**config.mk**
```make
export PLATFORM = sky130hd
export DESIGN_NAME = bus_memory_unit
export DESIGN_NICKNAME = d
export VERILOG_FILES = /design/src/rtl/bus_memory_unit.sv
export SDC_FILE = /design/constraint.sdc
export NUM_CORES = 1
export LEC_CHECK = 0
export CAP_MARGIN = 25
export CORE_MARGIN = 2
export CORE_UTILIZATION = 28
export DETAILED_ROUTE_END_ITERATION = 12
export PLACE_DENSITY = 0.47
export RECOVER_POWER = 25
export SLEW_MARGIN = 0
export SYNTH_ARGS = -nofsm -noshare
export SYNTH_HDL_FRONTEND = slang
export SYNTH_SLANG_ARGS = --single-unit
```
**constraint.sdc**
```tcl
create_clock -name clock -period 12.3 [get_ports clock]
set_input_delay 2.46 -clock clock [delete_from_list [all_inputs] [get_ports clock]]
set_output_delay 2.46 -clock clock [all_outputs]
set_load 0.005 [all_outputs]
```
**src/rtl/bus_memory_unit.sv**
```systemverilog
// Program/data memory for the CPU. It services one read or write request at
// a time through a fixed wait-state sequence and signals completion with a
// one-cycle mem_ready pulse. A side port preloads words while the unit is idle.
module bus_memory_unit #(
  parameter int DATA_W      = 8,
  parameter int ADDR_W      = 5,
  parameter int WAIT_CYCLES = 2
) (
  input  logic              clock,
  input  logic              reset,
  input  logic [ADDR_W-1:0] addr,
  input  logic [DATA_W-1:0] wdata,
  input  logic              mem_read,
  input  logic              mem_write,
  input  logic              ld_en,
  input  logic [ADDR_W-1:0] ld_addr,
  input  logic [DATA_W-1:0] ld_data,
  output logic [DATA_W-1:0] data_out,
  output logic              mem_ready,
  output logic              busy,
  output logic              err
);

  localparam int unsigned DEPTH = 1 << ADDR_W;
  localparam logic [3:0]  WAIT_INIT = 4'((WAIT_CYCLES > 0) ? (WAIT_CYCLES - 1) : 0);

  typedef enum logic [1:0] {
    S_IDLE,
    S_WAIT,
    S_ACCESS,
    S_DONE
  } state_t;

  state_t            r_state;
  logic [3:0]        r_cnt;
  logic [ADDR_W-1:0] r_addr;
  logic [DATA_W-1:0] r_wdata;
  logic              r_is_write;
  logic [DATA_W-1:0] r_data_out;
  logic              r_mem_ready;
  logic              r_busy;
  logic              r_err;
  logic [DATA_W-1:0] r_mem [DEPTH];

  logic w_valid_req;
  logic w_illegal_req;

  // Classify the request lines: exactly one high is a transaction, both high is an error
  always_comb begin
    w_valid_req   = mem_read ^ mem_write;
    w_illegal_req = mem_read & mem_write;
  end

  // Transaction FSM, memory array and registered outputs
  always_ff @(posedge clock or posedge reset) begin
    if (reset) begin
      r_state     <= S_IDLE;
      r_cnt       <= '0;
      r_addr      <= '0;
      r_wdata     <= '0;
      r_is_write  <= 1'b0;
      r_data_out  <= '0;
      r_mem_ready <= 1'b0;
      r_busy      <= 1'b0;
      r_err       <= 1'b0;
      for (int unsigned i = 0; i < DEPTH; i++) begin
        r_mem[i] <= '0;
      end
    end else begin
      r_err <= 1'b0;
      unique case (r_state)
        S_IDLE: begin
          if (w_valid_req) begin
            r_addr     <= addr;
            r_wdata    <= wdata;
            r_is_write <= mem_write;
            r_busy     <= 1'b1;
            r_cnt      <= WAIT_INIT;
            r_state    <= (WAIT_CYCLES == 0) ? S_ACCESS : S_WAIT;
          end else if (w_illegal_req) begin
            r_err <= 1'b1;
          end else if (ld_en) begin
            r_mem[ld_addr] <= ld_data;
          end
        end
        S_WAIT: begin
          if (r_cnt == '0) begin
            r_state <= S_ACCESS;
          end else begin
            r_cnt <= r_cnt - 4'd1;
          end
        end
        S_ACCESS: begin
          if (r_is_write) begin
            r_mem[r_addr] <= r_wdata;
          end else begin
            r_data_out <= r_mem[r_addr];
          end
          r_mem_ready <= 1'b1;
          r_state     <= S_DONE;
        end
        S_DONE: begin
          r_mem_ready <= 1'b0;
          r_busy      <= 1'b0;
          r_state     <= S_IDLE;
        end
        default: r_state <= S_IDLE;
      endcase
    end
  end

  assign data_out  = r_data_out;
  assign mem_ready = r_mem_ready;
  assign busy      = r_busy;
  assign err       = r_err;

endmodule

```
; ---- Word level (Yosys, flattened, before mapping)
; Index checks and enable logic that the tools add are counted.
[word_totals]
register_bits = 287
inputBits = 31
out_inout_bits = 11
wordCells = 101
[classes]
addsub = 1
n_lt_le_gt_ge = 4
n_eq_ne = 10
mux = 26
bitwise_logic = 5
n_reduce_logical = 14
[ops]
columns = op, n
row1 = $mux W256, 4
row2 = $bwmux W256, 2
row3 = $pmux W256 S2, 1
row4 = $demux W8 S5, 2
row5 = $bmux W8 S5, 1
row6 = $mux W8, 4
row7 = $ne A2 B2 Y1 const B, 7
row8 = $ge A6 B6 Y1 const B, 2
row9 = $lt A6 B1 Y1 const B, 2
row10 = $not A5 Y6, 2
row11 = $mux W4, 2
row12 = $pmux W2 S4, 1
row13 = $pmux W4 S2, 1
row14 = $reduce_and A2 Y1, 4
row15 = $reduce_bool A2 Y1, 4
row16 = $reduce_and A5 Y1, 1
row17 = $eq A2 B2 Y1 const B, 2
row18 = $logic_not A4 Y1, 1
row19 = $mux W1, 4
row20 = $mux W2, 2
row21 = $pmux W1 S2, 2
row22 = $sub A4 B1 Y4 const B, 1
row23 = $reduce_and A3 Y1, 1
row24 = $eq A2 B1 Y1 const B, 1
row25 = 5 further kinds, 6

; ---- Logic depth before layout (Yosys ltp)
[logic_depth]
depth_word = 10
mapped_depth = 10
ltp_nobuf = 7

; ---- Least setup slack after synthesis
; Ideal clock, no wire load.
[synth_path]
path_type = input to register
from = input mem_read
to = register r_mem[176] (netlist name)
setup_ps = 126
arrival_time_ps = 4086
required_time_ps = 12174
slack_ps = 8088
path_stages = 9
path_buffers = 3
path_cell_list = ha_1 buf_2 and4bb_2 o21ai_4 buf_4 a21oi_2 buf_2 nor2_1 a21oi_1
[synth_via]
elab_chain_len = 3
elab_cells_between_ends = 5
cone_classes = 2 x eq/ne / 2 x bitwise / 1 x reduce/logical
[synth_lines]
columns = element, line_no
row1 = from (decl), 13  ; input logic mem_read,
row2 = $and A1 B1 Y1 or $xor A1 B1 Y1 (tied branches), "51, 50"
row3 = $ne A2 B2 Y1 (no source line), --
row4 = $reduce_and A5 Y1 (no source line) *, --
row5 = "to (signal, indexed assignment)", 83  ; r_mem[ld_addr] <= ld_data;
row6 = "to (signal, indexed assignment)", 95  ; r_mem[r_addr] <= r_wdata;
row7 = to (decl), 43  ; logic [DATA_W-1:0] r_mem [DEPTH];
; Every way passes the cells marked *; elsewhere a longest branch is shown, timed or not.
; A chain may end at the register's enable or synchronous reset.

==> flow_summary.ini <==
[final_layout]
finalNetCount = 1672
stdcell_area_um2 = 18100
area_growth_pct = 12.4
final_layout_size_suffix_gt1_share_pct = 13.6

[clocking]
clock_latency_ns = 0.55
cts_resized = 0
cts_buffer_depth = 3
path_clk_slew_ns = 0.05
cts_max_level = 2
hold_buffers = 0
clockRootBuffer = clkbuf_16
cts_tree = yes
cts_setup_buffers = 0
cts_sinks = 287
numCtsBuffers = 37

[die]
dieHeight_um = 244
initial_core_util_pct = 28.4
die_width_um = 244
core_area_um2 = 56600
io_pins = 42
rows = 87
die_area_um2 = 59400

[power_and_ir_drop]
p_int_mw = 2.35
power.switching_mw = 1.71
power_density_nw_per_um2 = 225
switching_share_pct = 42.2
p_comb_share_pct = 39.2
power_mw = 4.06
seqPwrFrac_pct = 34.3
clkPwrFrac_pct = 26.5
vdd_drop_max_mv = 0.0952
p_leak_nw = 6.67

[place]
pre_cts_slack_ns = 6.84
port_buffers = 41
gp_congestion = 0.849
dpl.hpwl_mm = 36.9
dpl_cell_area_um2 = 16900

[critical_path]
crit_path_end_kind = asynchronous set/reset pin
crit_buf_inv = 4
crit_chain = dlygate4sd3_1, clkinvlp_2, buf_4, buf_4
cp-start-kind = input port
crit_start = reset
timing.rr.start = r_state[0]$_DFFE_PP0P_
crit_path_top_delay_cell = clkinvlp_2
critPathTopFamily = buffers and inverters
worst-endpoint-required_ns = 12.89
crit_top_cell = buf_4
criticalPathCategory = input port to asynchronous set/reset pin
cp_max_fo = 118
arrival_ns = 8.06
cpPeakStageDelay_ns = 3.09

[grt]
antenna_found_initial = 1
grt_first_pass_wirelength_mm = 89.7
grt_pass1_vias = 13300
overflow = 0
track_usage_pct = 19.8
grt_max_degree = 119

[logic_synthesis]
ys_types = 57
syn-num-nets = 1720
yosysTopAreaCell = dfrtp_1
synth_top_area_share_pct = 44.6
ys_top_cells_by_area = dfrtp_1, a22oi_1, mux4_2
synth.avg_cell_area_um2 = 9.58
synth_commonest_cells = dfrtp_1, a22oi_1, nor2_1, nand2_1, a21oi_1
netlist_area_um2 = 16100
synth_edf_count = 0
synthArstFlopShare_pct = 100
synth_warnings = 0
syn_inst = 1680
ys_ff_latch = 287
yosysMostFrequentCell = dfrtp_1
synth_top_flop_cell = dfrtp_1
seq_area_frac_synth_pct = 44.6

[drt]
post_drt_wl_per_cell_um = 24.4
ant_nets = 0
via_per_inst = 5.63
drt-initial-drc-count = 1404
drc = 0
first_pass_iters = 6
dr_total_vias = 13600
wl_mm = 58.8

[sta]
skew_ns = 0.0145
tightest_slew_ns = 5.61
setup_viol = 0
finalWorstSetupSlack_ns = 4.83
maxClockFrequency_mhz = 134
rsz0062_at_grt = false
maxSlewViolCount = 168
period_needed_ns = 7.47
timing.final.crit_share_pct = 60.7
maxSlewHeadroom_pct = -276
finalHoldViolCount = 0
setup_tns_ns = 0

[min_path]
worstHoldStart = r_mem[226]$_DFFE_PP0P_
hp-class = flip-flop to flip-flop

[run]
maxCapViolations = 2

[status]
outcome = complete, but fails checks
failed_checks = capacitance limit, slew limit
==> sequential cells by signal, summed over array words and instances (netlist names) <==
| register | count |
|---|---|
| r_is_write | 1 |
| r_wdata | 8 |
| r_addr | 5 |
| busy | 1 |
| mem_ready | 1 |
| r_cnt | 4 |
| r_state | 2 |
| r_mem | 256 |
| err | 1 |
| data_out | 8 |
==> power groups by stage <==
stage / Combinational [mW] / Clock (mW) / Sequential (mW)
5_1_grt: 1.70 / 1.14 / 1.43
3_5_place_dp: 1.58 / 0 / 1.40
6_report: 1.60 / 1.08 / 1.39
4_1_cts: 1.58 / 1.10 / 1.39
3_3_place_gp: 1.57 / 0 / 1.40
2_1_floorplan: 1.12 / 0 / 1.29
==> metrics by stage <==
step,util (%),cells,hold WS (ns)
final,32.0,2414,0.474
after global routing,32.0,2413,0.488
after CTS,31.9,2408,0.478
after detailed placement,29.8,2344,0.466
after global placement,29.8,2344,0.456
after floorplan,-,1680,0.442
==> worst paths after layout <==
check | endpoint | slack, ns | cells past startpoint
max in group clock | data_out[3]$_DFFE_PP0P_ | 6.28 | 7
min | r_mem[226]$_DFFE_PP0P_ | 0.47 | 2
max | r_mem[123]$_DFFE_PP0P_ | 4.83 | 4
max reg2reg | data_out[3]$_DFFE_PP0P_ | 6.28 | 7
min in group asynchronous | err$_DFF_PP0_ | 4.14 | 2
min reg2reg | r_mem[226]$_DFFE_PP0P_ | 0.47 | 2
==> area by class of cell <==
class,count,area (µm²)
Fill cell,5847,38500
Multi-Input combinational cell,1225,8100
Sequential cell,287,7190
Clock buffer,60,1160
Tap cell,756,946
Timing Repair Buffer,71,629
Inverter,10,38.8
Clock inverter,4,23.8
Antenna cell,1,2.50
==> cells by family after synthesis <==
family,count (synthesis),share of synthesized area [%]
AND/OR/NAND/NOR,507,14.6
multiplexers,90,9.55
buffers and inverters,168,5.19
flip-flops,287,44.6
AO/OA/AOI/OAI,619,25.4
adder cells (fa/ha/maj),9,0.700
==> placed cells by master, fill, tap and decap left out, types with 8 or more instances in the layout <==
| master | netlist | final |
|---|---|---|
| a21oi_1 | 126 | 126 |
| dlygate4sd3_1 | 0 | 13 |
| a22oi_1 | 262 | 262 |
| nor3_2 | 9 | 9 |
| nand2b_1 | 10 | 10 |
| inv_1 | 9 | 8 |
| nor3_1 | 39 | 39 |
| nand3_1 | 24 | 24 |
| nand2_1 | 144 | 144 |
| mux4_2 | 48 | 48 |
| ha_1 | 9 | 9 |
| dfrtp_1 | 287 | 285 |
| nor2_1 | 196 | 196 |
| clkbuf_8 | 0 | 11 |
| o21ai_0 | 125 | 125 |
| buf_4 | 11 | 28 |
| and2_1 | 10 | 10 |
| mux2_2 | 28 | 28 |
| and3_1 | 9 | 9 |
| clkbuf_16 | 0 | 39 |
| a21oi_2 | 22 | 22 |
| clkbuf_1 | 83 | 11 |
| nor2b_2 | 0 | 8 |
| clkdlybuf4s50_1 | 0 | 28 |
| o21ai_1 | 27 | 27 |
| mux2i_1 | 14 | 14 |
| or3_4 | 8 | 8 |
| nor2b_1 | 26 | 18 |
==> per-layer routing <==
layer	vias to the layer above	share of wire (%)	track usage [%]
met4	2	2.6	5.72
met5	-	0.027	0
li1	6103	-	-
met1	6874	46	28.9
met3	87	6.7	3.91
met2	516	44	29.4
==> tightest hold or removal path, cell delays in order (launching register included) <==
cell,delay [ns]
dfrtp_1,0.33
nand2_1,0.04
o21ai_0,0.06
No activity file was read; power rests on OpenSTA's default activity.
